**config.mk**
```make
export PLATFORM = sky130hd
export DESIGN_NAME = byte_bit_serializer
export DESIGN_NICKNAME = d
export VERILOG_FILES = /design/src/rtl/serializer_pkg.sv /design/src/rtl/bit_index_counter.sv /design/src/rtl/byte_bit_serializer.sv
export SDC_FILE = /design/constraint.sdc
export NUM_CORES = 1
export LEC_CHECK = 0
export BUFFER_PORTS_ARGS = -buffer_cell sky130_fd_sc_hd__buf_2
export CAP_MARGIN = 25
export CORE_UTILIZATION = 46
export CTS_CLUSTER_DIAMETER = 50
export DETAILED_ROUTE_END_ITERATION = 8
export GPL_TIMING_DRIVEN = 0
export MAX_ROUTING_LAYER = met4
export PLACE_DENSITY = 0.73
export SLEW_MARGIN = 40
export SYNTH_ARGS = -nofsm -noshare
export SYNTH_HDL_FRONTEND = slang
export SYNTH_HIERARCHICAL = 1
export SYNTH_SLANG_ARGS = --single-unit
export TNS_END_PERCENT = 1
```
**constraint.sdc**
```tcl
create_clock -name clk -period 1.93 [get_ports clk]
set_clock_uncertainty 0.1 [all_clocks]
set_input_delay 0.0965 -clock clk [delete_from_list [all_inputs] [get_ports clk]]
set_output_delay 0.0965 -clock clk [all_outputs]
set_load 0.03 [all_outputs]
```
**src/rtl/serializer_pkg.sv**
```systemverilog
// Shared types and constants for the byte-to-bit serializer.
// Latency: n/a (declarations only).
// Backpressure: n/a (declarations only).
package serializer_pkg;

    localparam int DATA_W = 8;
    localparam int IDX_W  = 3;

    typedef enum logic [1:0] {
        IDLE = 2'd0,
        SEND = 2'd1,
        DONE = 2'd2
    } ser_state_t;

    // Index presented first for a newly captured byte.
    function automatic logic [IDX_W-1:0] first_index(input logic msb_first);
        return msb_first ? IDX_W'(DATA_W - 1) : '0;
    endfunction

endpackage

```
**src/rtl/bit_index_counter.sv**
```systemverilog
// Bit index counter: loadable up/down counter that saturates at its last index.
// Latency: load or step takes effect on the rising edge after load_en/step_en.
// Backpressure: holds its value whenever step_en is low; never wraps past the last index.
//
// Ports:
//   clk, reset        - clock, asynchronous active-low reset (index -> 0)
//   load_en, load_val - load a new start index (wins over step_en)
//   step_en           - advance by one in the selected direction
//   count_down        - 1: step down towards 0, 0: step up towards DATA_W-1
//   idx               - current index
//   is_last           - current index is the final one for the direction
module bit_index_counter
    import serializer_pkg::*;
(
    input  logic             clk,
    input  logic             reset,
    input  logic             load_en,
    input  logic [IDX_W-1:0] load_val,
    input  logic             step_en,
    input  logic             count_down,
    output logic [IDX_W-1:0] idx,
    output logic             is_last
);

    localparam logic [IDX_W-1:0] LAST_UP = IDX_W'(DATA_W - 1);

    logic [IDX_W-1:0] idx_q;
    logic [IDX_W-1:0] idx_d;

    always_comb begin
        is_last = count_down ? (idx_q == '0) : (idx_q == LAST_UP);
    end

    always_comb begin
        idx_d = idx_q;
        if (load_en) begin
            idx_d = load_val;
        end else if (step_en && !is_last) begin
            // Final transfer leaves the index parked rather than wrapping.
            idx_d = count_down ? (idx_q - IDX_W'(1)) : (idx_q + IDX_W'(1));
        end
    end

    always_ff @(posedge clk or negedge reset) begin
        if (!reset) begin
            idx_q <= '0;
        end else begin
            idx_q <= idx_d;
        end
    end

    assign idx = idx_q;

endmodule

```
**src/rtl/byte_bit_serializer.sv**
```systemverilog
// Byte-to-bit serializer: captures a byte on load and presents it one bit per transfer.
// Latency: first bit valid 1 cycle after the load edge; 8 SEND cycles min, 1 DONE cycle, then IDLE.
// Backpressure: valid/ready per bit; bit_index/bit_value hold while ready is low, no timeout.
//
// Ports:
//   clk, reset             - clock, asynchronous active-low reset
//   load, data_in          - capture request and byte (honoured only in IDLE)
//   ready                  - downstream accepts the presented bit
//   valid_out              - bit_index/bit_value valid (registered, independent of ready)
//   bit_index, bit_value   - presented bit position and value (0 when not sending)
//   busy                   - byte in flight (SEND or DONE)
//   done                   - one-cycle pulse after the last bit transfers
module byte_bit_serializer #(
    parameter int DATA_W    = 8,
    parameter int MSB_FIRST = 1
) (
    input  logic                             clk,
    input  logic                             reset,
    input  logic                             load,
    input  logic [DATA_W-1:0]                data_in,
    input  logic                             ready,
    output logic                             valid_out,
    output logic [serializer_pkg::IDX_W-1:0] bit_index,
    output logic                             bit_value,
    output logic                             busy,
    output logic                             done
);

    localparam int  IDX_W      = serializer_pkg::IDX_W;
    localparam logic COUNT_DOWN = (MSB_FIRST != 0);

    serializer_pkg::ser_state_t state_q;
    serializer_pkg::ser_state_t state_d;

    logic [DATA_W-1:0] byte_q;
    logic [DATA_W-1:0] byte_d;

    logic             capture;
    logic             xfer;
    logic [IDX_W-1:0] idx;
    logic             idx_last;

    // A transfer needs a registered valid plus ready; capture only in IDLE,
    // so load during SEND/DONE is simply ignored.
    always_comb begin
        capture = (state_q == serializer_pkg::IDLE) && load;
        xfer    = (state_q == serializer_pkg::SEND) && ready;
    end

    bit_index_counter u_idx (
        .clk        (clk),
        .reset      (reset),
        .load_en    (capture),
        .load_val   (serializer_pkg::first_index(COUNT_DOWN)),
        .step_en    (xfer),
        .count_down (COUNT_DOWN),
        .idx        (idx),
        .is_last    (idx_last)
    );

    // State register
    always_ff @(posedge clk or negedge reset) begin
        if (!reset) begin
            state_q <= serializer_pkg::IDLE;
            byte_q  <= '0;
        end else begin
            state_q <= state_d;
            byte_q  <= byte_d;
        end
    end

    // Next-state logic
    always_comb begin
        state_d = state_q;
        byte_d  = byte_q;
        unique case (state_q)
            serializer_pkg::IDLE: begin
                if (capture) begin
                    byte_d  = data_in;
                    state_d = serializer_pkg::SEND;
                end
            end
            serializer_pkg::SEND: begin
                if (xfer && idx_last) begin
                    state_d = serializer_pkg::DONE;
                end
            end
            serializer_pkg::DONE: begin
                state_d = serializer_pkg::IDLE;
            end
            default: begin
                state_d = serializer_pkg::IDLE;
            end
        endcase
    end

    // Output logic: everything decodes from registered state; the held
    // byte is read by index rather than shifted.
    always_comb begin
        valid_out = 1'b0;
        bit_index = '0;
        bit_value = 1'b0;
        busy      = 1'b0;
        done      = 1'b0;
        unique case (state_q)
            serializer_pkg::SEND: begin
                valid_out = 1'b1;
                bit_index = idx;
                bit_value = byte_q[idx];
                busy      = 1'b1;
            end
            serializer_pkg::DONE: begin
                busy = 1'b1;
                done = 1'b1;
            end
            default: begin
            end
        endcase
    end

endmodule

```
* Yosys cells after proc, flatten, opt, wreduce, memory -nomap -nowiden *
Index checks and enable logic that the tools add are counted.
Widths: inputs -> output; s select.

operators by class
  add/sub/neg operators = 1
  magnitude comparators = 1
  equality and inequality tests = 4
  mux-type cells = 12
  reduce and logical (&&, ||, !) cells = 11

operators by type and width
  cell                 number
  $mux 3               3
  $mux 1               5
  $logic_and 1x1->1    4
  $lt 3x4->1 const B   1
  $mux 2               2
  $pmux 2 s2           1
  $reduce_and 2->1     2
  $bmux 1 s3           1
  $logic_not 3->1      1
  $sub 3x1->3 const B  1
  $eq 2x1->1 const B   1
  $eq 2x2->1 const B   1
  $logic_not 2->1      1
  $ne 2x1->1 const B   1
  $ne 2x2->1 const B   1
  $reduce_bool 2->1    1
  $reduce_or 2->1      1
  $logic_not 1->1      1

word-level totals
  register bits after elaboration = 13
  bits of input ports = 12
  output and inout port bits = 7
  word-level logic and storage cells = 32

* Longest topological paths before layout *
Gate-level depths: netlist of run 1.

  depth after elaboration = 5
  mapped depth = 7

* Modules after synthesis *
The synthesis of run 1 kept the hierarchy.

by module, submodules not included
  module               instances  cells an instance  area each (µm²)  sequential area each (µm²)
  byte_bit_serializer  1          41                 545.5            250.2
  bit_index_counter    1          32                 272.8            75.1

* Worst setup path after synthesis of run 1 *
OpenSTA, ideal clock, no wires.

  path type = register to register
  start point = register state_q[1]
  end point = register u_idx.idx_q[2], in the netlist u_idx/idx[2]
  setup time = 132 ps
  data arrival time = 1,663 ps
  required time = 1,698 ps
  setup slack = 35 ps
  cell stages (with the launch flop) = 7
  clock period less this slack = 1,895 ps
  path through = dfrtp_1 -> inv_1 -> ha_1 -> and2_1 -> or3b_2 -> o211ai_1 -> or3b_1

between the ends
  word-level cells in the longest chain between the ends = 4

ends and longest elaborated chain
  item                                RTL line                   source
  start: declaration                  byte_bit_serializer.sv:32  serializer_pkg::ser_state_t state_q;
  start signal: assignment            byte_bit_serializer.sv:64  state_q <= serializer_pkg::IDLE;
  start signal: assignment            byte_bit_serializer.sv:67  state_q <= state_d;
  $eq 2x1->1                          byte_bit_serializer.sv:47  xfer = (state_q == serializer_pkg::SEND) && ready;
  $logic_and 1x1->1                   byte_bit_serializer.sv:47
  net xfer                            byte_bit_serializer.sv:39  logic xfer;
  $logic_and 1x1->1                   bit_index_counter.sv:38    end else if (step_en && !is_last) begin
  $reduce_bool 2->1 (no source line)  -
  end signal: assignment              bit_index_counter.sv:48    idx_q <= idx_d;
  end: declaration                    bit_index_counter.sv:27    logic [IDX_W-1:0] idx_q;

The timed path passes the listed nets, and every way through them passes these cells.
A chain may end at the register's enable or synchronous reset.

* Final worst setup path of run 1 *
  start point = register u_idx.idx_q[1], in the netlist u_idx/idx[1]
  end point = register state_q[0]

between the ends
  word-level cells in the longest chain between the ends = 4

ends and longest elaborated chain
  item                               RTL line                   source
  $logic_not 3->1                    bit_index_counter.sv:31    is_last = count_down ? (idx_q == '0) : (idx_q == LAST_UP);
  net idx_last                       byte_bit_serializer.sv:41  logic idx_last;
  $logic_and 1x1->1                  byte_bit_serializer.sv:84  if (xfer && idx_last) begin
  $ne 2x1->1 (no source line)        -
  $reduce_and 2->1 (no source line)  -

The timed path passes the listed nets, and every way through them passes these cells.

==> results.md, run 1 <==
- Outcome: finished, final reports clean
- Syn avg cell area: 11.21 um^2
- Routed len/inst: 12.33 um
- Initial antenna violation count: 0
- Post-DP HPWL: 1.140 mm
- Gate Count Post-Synth: 73
- Min Tclk post-route: 1.871 ns
- TritonCTS Buffers: 3
- Clk sinks: 13
- PnR Total Power: 1648 uW
- Antenna viol nets, final: 0
- Via/cell ratio: 5.039
- Clock share of power: 0.099
- Crit path kind: reg -> reg
- Yosys warns: 6
- Reg power frac: 0.334
- R2R setup slack: 0.06 ns
- Max-Cap Viols: 0
- CTS H-Tree Depth: 1
- Most common cell in the netlist: dfrtp_1
- CTS root buffer: clkbuf_4
- Critical path origin: u_idx/idx[1]
- Synthesis-to-finish area growth: 34.56%
- Peak VDD IR: 0.0008701 V
- Power Internal: 947.4 uW
- Largest net degree at the start of global routing: 14
- Critical path arrival: 1.93 ns
- Die area: 1951 um^2
- Sequential share of the synthesized area: 0.3976
- Vias in the first global route: 663
- Layout cells sized above 1: 0.4071
- Max Fclk: 534.4 MHz
- Port Buffers: 18
- Worst-path clk slew: 0.08 ns
- Crit path capture type: flop
- Max FO, Critical Path: 6
- Die extent in x: 44.18 um
- Core Util, Final: 0.6984
- Top cells by area, synth: dfrtp_1 40%, mux2_2 14%, ha_1 7.6%, mux4_2 5.5%, inv_1 3.2%
- Die height: 44.18 um
- Remaining global-route overflow: 0
- Area share of the leading cell type in the synthesized netlist: 0.3976
- Cell taking the most area after synthesis: dfrtp_1
- Post-synthesis async set-or-reset flop share: 1.000
- Critical R2R Launch: u_idx/idx[1]
- Clock Tree Buf Depth: 2
- Initial Util: 0.5190
- Switching Fraction: 0.4252
- Comb power frac: 0.567
- Pre-CTS setup slack: -0.1403 ns
- First-pass GRT wire length: 2.739 mm
- P_leak: 0.0005320 uW
- Worst-skew pair later-pin latency: 0.27 ns
- Crit path launch type: flop
- Synth Register Bits: 13
- Nets: 132
- WP data required: 1.99 ns
- Mapped Area: 818.3 um^2
- Dominant synthesized flop cell: dfrtp_1
- Final Hold Viols: 0
- Io pins: 19
- Max Slew Vio Count: 0
- P per Cell Area: 1497 nW/um^2
- Net Sw Power: 700.7 uW
- Core Rows: 14
- Fraction of the cycle the final worst path needs: 0.9696
- Routed via count: 650
- Core Area: 1577 um^2
- DR pass1 iterations: 4
- Setup TNS: 0 ns
- N_diodes: 0
- TritonCTS clock tree: yes
- Unrepaired setup endpoints after global routing: true
- Aggregate global-route resource usage: 0.2014
- 1st-iter DRT viols: 3
- DRC violations left: 0
- Gpl congestion: 0.7376
- Routed WL: 1.591 mm
- Top cells by count, synth: 13 x dfrtp_1, 10 x mux2_2, 7 x inv_1, 7 x nand2_1, 5 x ha_1
- # setup viols final: 0
- Post-synth EDFFs: 0
- Worst setup margin: 0.05868 ns
- Worst hold-check path type: in -> async
- Synth unique cells: 26
-- final cells by class --
| class | instances | area (um^2) |
|---|---|---|
| multi-input cells | 61 | 511.7 |
| fillers | 117 | 475.5 |
| flip-flops and latches | 13 | 329.1 |
| repair buffers | 28 | 185.2 |
| inverters | 7 | 28.78 |
| clock buffers | 4 | 26.28 |
| well taps | 16 | 20.02 |
-- placed cells by master, fill, tap and decap left out, drive strengths merged, types with 4 or more instances in the layout --
master,n
clkbuf,5
nand2,7
dfrtp,13
and2,4
a21oi,4
dlygate4sd3,9
conb,9
ha,5
mux2,10
buf,18
inv,7
-- critical path, cell delays in order (launching register included) --
cell and delay [ns]:
dfrtp_2 0.47, or4b_4 0.55, nand2_1 0.07, nand2_1 0.06
a21oi_2 0.15, mux2_2 0.35
-- sequential cells by signal, indices dropped and copies added (netlist names) --
name / cells
state_q: 2
u_idx/idx: 3
byte_q: 8
-- final timing paths --
check | depth (start not counted) | end
setup / recovery | 5 | state_q[0]
hold / removal | 2 | u_idx/idx[1]
setup reg to reg | 5 | state_q[0]
hold reg to reg | 1 | byte_q[5]
max in group asynchronous | 2 | u_idx/idx[2]
min in group clk | 4 | u_idx/idx[1]
-- metal layers --
metal | up-vias | global-route usage | wire (um)
met4 | 0 | 0.03636 | 0
li1 | 329 | - | -
met1 | 301 | 0.2173 | 700
met2 | 20 | 0.3559 | 811
met5 | - | - | 0
met3 | 0 | 0.07347 | 79
-- kinds of logic (layout without fill, tap and decap cells) --
| logic type | after synthesis | after routing | share of synthesized area |
|---|---|---|---|
| AOI/OAI and AO/OA | 10 | 10 | 0.07952 |
| xor gates and xnor gates | 1 | 1 | 0.01071 |
| adders and majority gates | 6 | 6 | 0.1009 |
| buffers and inverters | 7 | 39 | 0.03212 |
| DFF | 13 | 13 | 0.3976 |
| muxes | 12 | 12 | 0.1927 |
| other | 1 | 9 | 0.004583 |
| and+or+nand+nor | 23 | 23 | 0.1820 |
-- metrics by stage --
stage	hold WS, ns	instance area, um^2	std cells
6_report	0.1353	1101	129
5_1_grt	0.1483	1101	129
2_1_floorplan	-0.2991	848.3	81
4_1_cts	0.1297	1082	128
3_3_place_gp	-0.1067	958.4	115
3_5_place_dp	-0.1067	958.4	115
-- repair_timing --
item / CTS / global route
pin swaps: 0 / 1
endpoints found under the setup margin: 4 / 4
gates cloned: 0 / 0
gates resized for setup: 3 / 7
setup buffers: 0 / 1
endpoints found under the hold margin: 21 / 0
hold buffers: 9 / 0
-- power by group through the flow --
stage	clock (uW)	sequential [uW]	combinational [uW]
2_1_floorplan	0	506	721
3_3_place_gp	0	544	849
3_5_place_dp	0	562	872
4_1_cts	170	558	904
5_1_grt	187	582	1020
6_report	163	550	935
Note: power is estimated with default switching activity, not from simulation.
==> run 2: changes to the inputs <==
--- a/config.mk
+++ b/config.mk
@@ -13,6 +13,7 @@
 export GPL_TIMING_DRIVEN = 0
 export MAX_ROUTING_LAYER = met4
 export PLACE_DENSITY = 0.73
+export RECOVER_POWER = 25
 export SLEW_MARGIN = 40
 export SYNTH_ARGS = -nofsm -noshare
 export SYNTH_HDL_FRONTEND = slang
==> run 2 against run 1 <==
Effect of this change: combinational power barely moved; clock-buffer cell count did not move; non-clock buffer count did not move; register-to-register slack barely moved; sequential cell count did not move; die area did not move; utilization fell by 0.079 points; setup slack improved by 0.0011 ns; fmax barely moved; critical endpoint unchanged.
==> results.md, run 2 (same netlist as run 1, synthesis figures left out) <==
- Crit path kind: reg -> reg
- Worst hold-check path type: in -> reg
- Critical path origin: u_idx/idx[1]
- Gpl congestion: 0.7376 (unchanged)
- TritonCTS clock tree: yes
- Core Area: 1577 um^2 (unchanged)
- Crit path launch type: flop
- Critical R2R Launch: u_idx/idx[1]
- Max Fclk: 534.7 MHz (about the same)
- Core Rows: 14 (unchanged)
- Max FO, Critical Path: 6 (unchanged)
- TritonCTS Buffers: 3 (unchanged)
- Initial Util: 0.5190 (unchanged)
- DRC violations left: 0 (unchanged)
- First-pass GRT wire length: 2.739 mm (unchanged)
- P_leak: 0.0005293 uW (-0.52%)
- Clock Tree Buf Depth: 2 (unchanged)
- Actual slew at the worst max-slew pin: 0.6918 ns
- WP depth: 5 (unchanged)
- Io pins: 19 (unchanged)
- Worst-path clk slew: 0.08 ns (about the same)
- Aggregate global-route resource usage: 0.2014 (unchanged)
- Peak VDD IR: 0.0008693 V (about the same)
- Commonest cells after routing, fill and taps aside: 17 x buf_2, 10 x mux2_2, 10 x dfrtp_1
- Placed Cells: 115 (unchanged)
- WP data required: 1.99 ns (about the same)
- Fraction of the cycle the final worst path needs: 0.9690 (about the same)
- Clk sinks: 13 (unchanged)
- N_diodes: 0 (unchanged)
- Outcome: finished, final reports clean
- Min Tclk post-route: 1.870 ns (-0.001080 ns)
- Max-Cap Viols: 0 (unchanged)
- CP max stage cell: or4b_4
- Max Slew Vio Count: 0 (unchanged)
- Crit path max-delay family: simple AND/OR/NAND/NOR gates
- Filler Cell Count: 117 (unchanged)
- R2R setup slack: 0.06 ns (about the same)
- Critical path arrival: 1.93 ns (about the same)
- DR pass1 iterations: 4 (unchanged)
- Vias in the first global route: 663 (unchanged)
- Final Hold Viols: 0 (unchanged)
- Crit path capture type: flop
- Largest net degree at the start of global routing: 14 (unchanged)
- # setup viols final: 0 (unchanged)
- Post-DP Area: 958.4 um^2 (unchanged)
- Length in cells of the worst reg-to-reg path: 5 (unchanged)
- Synthesis-to-finish area growth: 34.40%
- Setup TNS: 0 ns (unchanged)
- Antenna viol nets, final: 0 (unchanged)
- Die area: 1951 um^2 (unchanged)
- Critical Path Max Stage Delay: 0.55 ns (about the same)
- Min-delay src: load
- Routed WL: 1.590 mm (about the same)
- CP dominant cell by count: nand2_1
- Max FFs per register: 8 (unchanged)
- CP cell instances: or4b_4, nand2_1, nand2_1, a21oi_2, mux2_2
- Initial antenna violation count: 0 (unchanged)
- Die extent in x: 44.18 um (unchanged)
- Via/cell ratio: 5.101 (+1.2%)
- Routed len/inst: 12.33 um (about the same)
- Rel. slew slack: 0.5388
- P per Cell Area: 1499 nW/um^2 (+0.14%)
- 1st-iter DRT viols: 3 (unchanged)
- Commonest non-fill, non-tap cell in the layout: buf_2
- Buf+Inv Stages, Crit Path: 0 (unchanged)
- Remaining global-route overflow: 0 (unchanged)
- Post-DP HPWL: 1.140 mm (unchanged)
- Unrepaired setup endpoints after global routing: true
- Die height: 44.18 um (unchanged)
- Nets: 132 (unchanged)
- CP Capture Point: state_q[0]
- Final std cells w/o fill: 129 (unchanged)
- Routed via count: 658 (+1.2%)
- Port Buffers: 18 (unchanged)
- CTS H-Tree Depth: 1 (unchanged)
- Design area: 1100 um^2 (-0.11%)
- Layout cells sized above 1: 0.3982 (-0.008850)
- Worst R2R End: state_q[0]
- CTS root buffer: clkbuf_4
- Reg with most FFs: byte_q
- Worst-skew pair later-pin latency: 0.27 ns (about the same)
## run 2: cell count changes in the layout (fill, tap and decap cells not counted), sizes merged
| cell | delta |
|---|---|
| clkbuf | +1 |
| buf | -1 |
## run 2: layout make-up
class / count / area [um^2] / share of cell area
Multi-Input combinational cell: 61 / 511.7 / 0.4653
Sequential cell: 13 / 329.1 / 0.2992
Timing Repair Buffer: 28 / 183.9 / 0.1672
Inverter: 7 / 28.78 / 0.02617
Clock buffer: 4 / 26.28 / 0.02389
Tap cell: 16 / 20.02 / 0.01820
## run 2: worst min-delay path by stage
stage / end / slack, ns / cells after the start
2_1_floorplan: byte_q[0] / -0.30 / 0
3_3_place_gp: u_idx/idx[1] / -0.11 / 1
3_5_place_dp: u_idx/idx[1] / -0.11 / 1
4_1_cts: byte_q[1] / 0.13 / 2
5_1_grt: u_idx/idx[0] / 0.19 / 4
6_report: u_idx/idx[1] / 0.16 / 4
## run 2: what timing repair did
| item | 4_1_cts | 5_1_grt |
|---|---|---|
| pin swaps | 0 | 1 |
| endpoints found under the setup margin | 4 | 4 |
| buffers inserted | 0 | 1 |
| hold buffers | 9 | 0 |
| hold endpoints to repair | 21 | 0 |
| gates resized for setup | 3 | 7 |
## run 2: metrics by stage
step,total power (uW),utilization,worst slack [ns],hold WS [ns]
after floorplan,1227,-,0.03507,-0.2991
after global placement,1393,0.6079,-0.1326,-0.1067
after detailed placement,1434,0.6079,-0.1403,-0.1067
after CTS,1632,0.6865,0.0009841,0.1297
after global routing,1792,0.6976,-0.01077,0.1864
final,1648,0.6976,0.05976,0.1630
## run 2: worst min-delay path: stages
cell and delay, ns:
buf_2 0.11, nand2_4 0.11, inv_4 0.10, o31ai_1 0.08
## run 2: per-layer routing
| metal | vias up | global-route usage | share of wire |
|---|---|---|---|
| li1 | 328 | - | - |
| met1 | 304 | 0.2173 | 0.42 |
| met2 | 26 | 0.3559 | 0.52 |
| met3 | 0 | 0.07347 | 0.055 |
| met4 | 0 | 0.03636 | 0 |
| met5 | - | - | 0 |
## run 2: power breakdown
group          leakage [uW]  internal [uW]  switching, uW
registers          0.000151            418            132
logic              0.000363            449            486
clock network     0.0000150           80.1           83.3
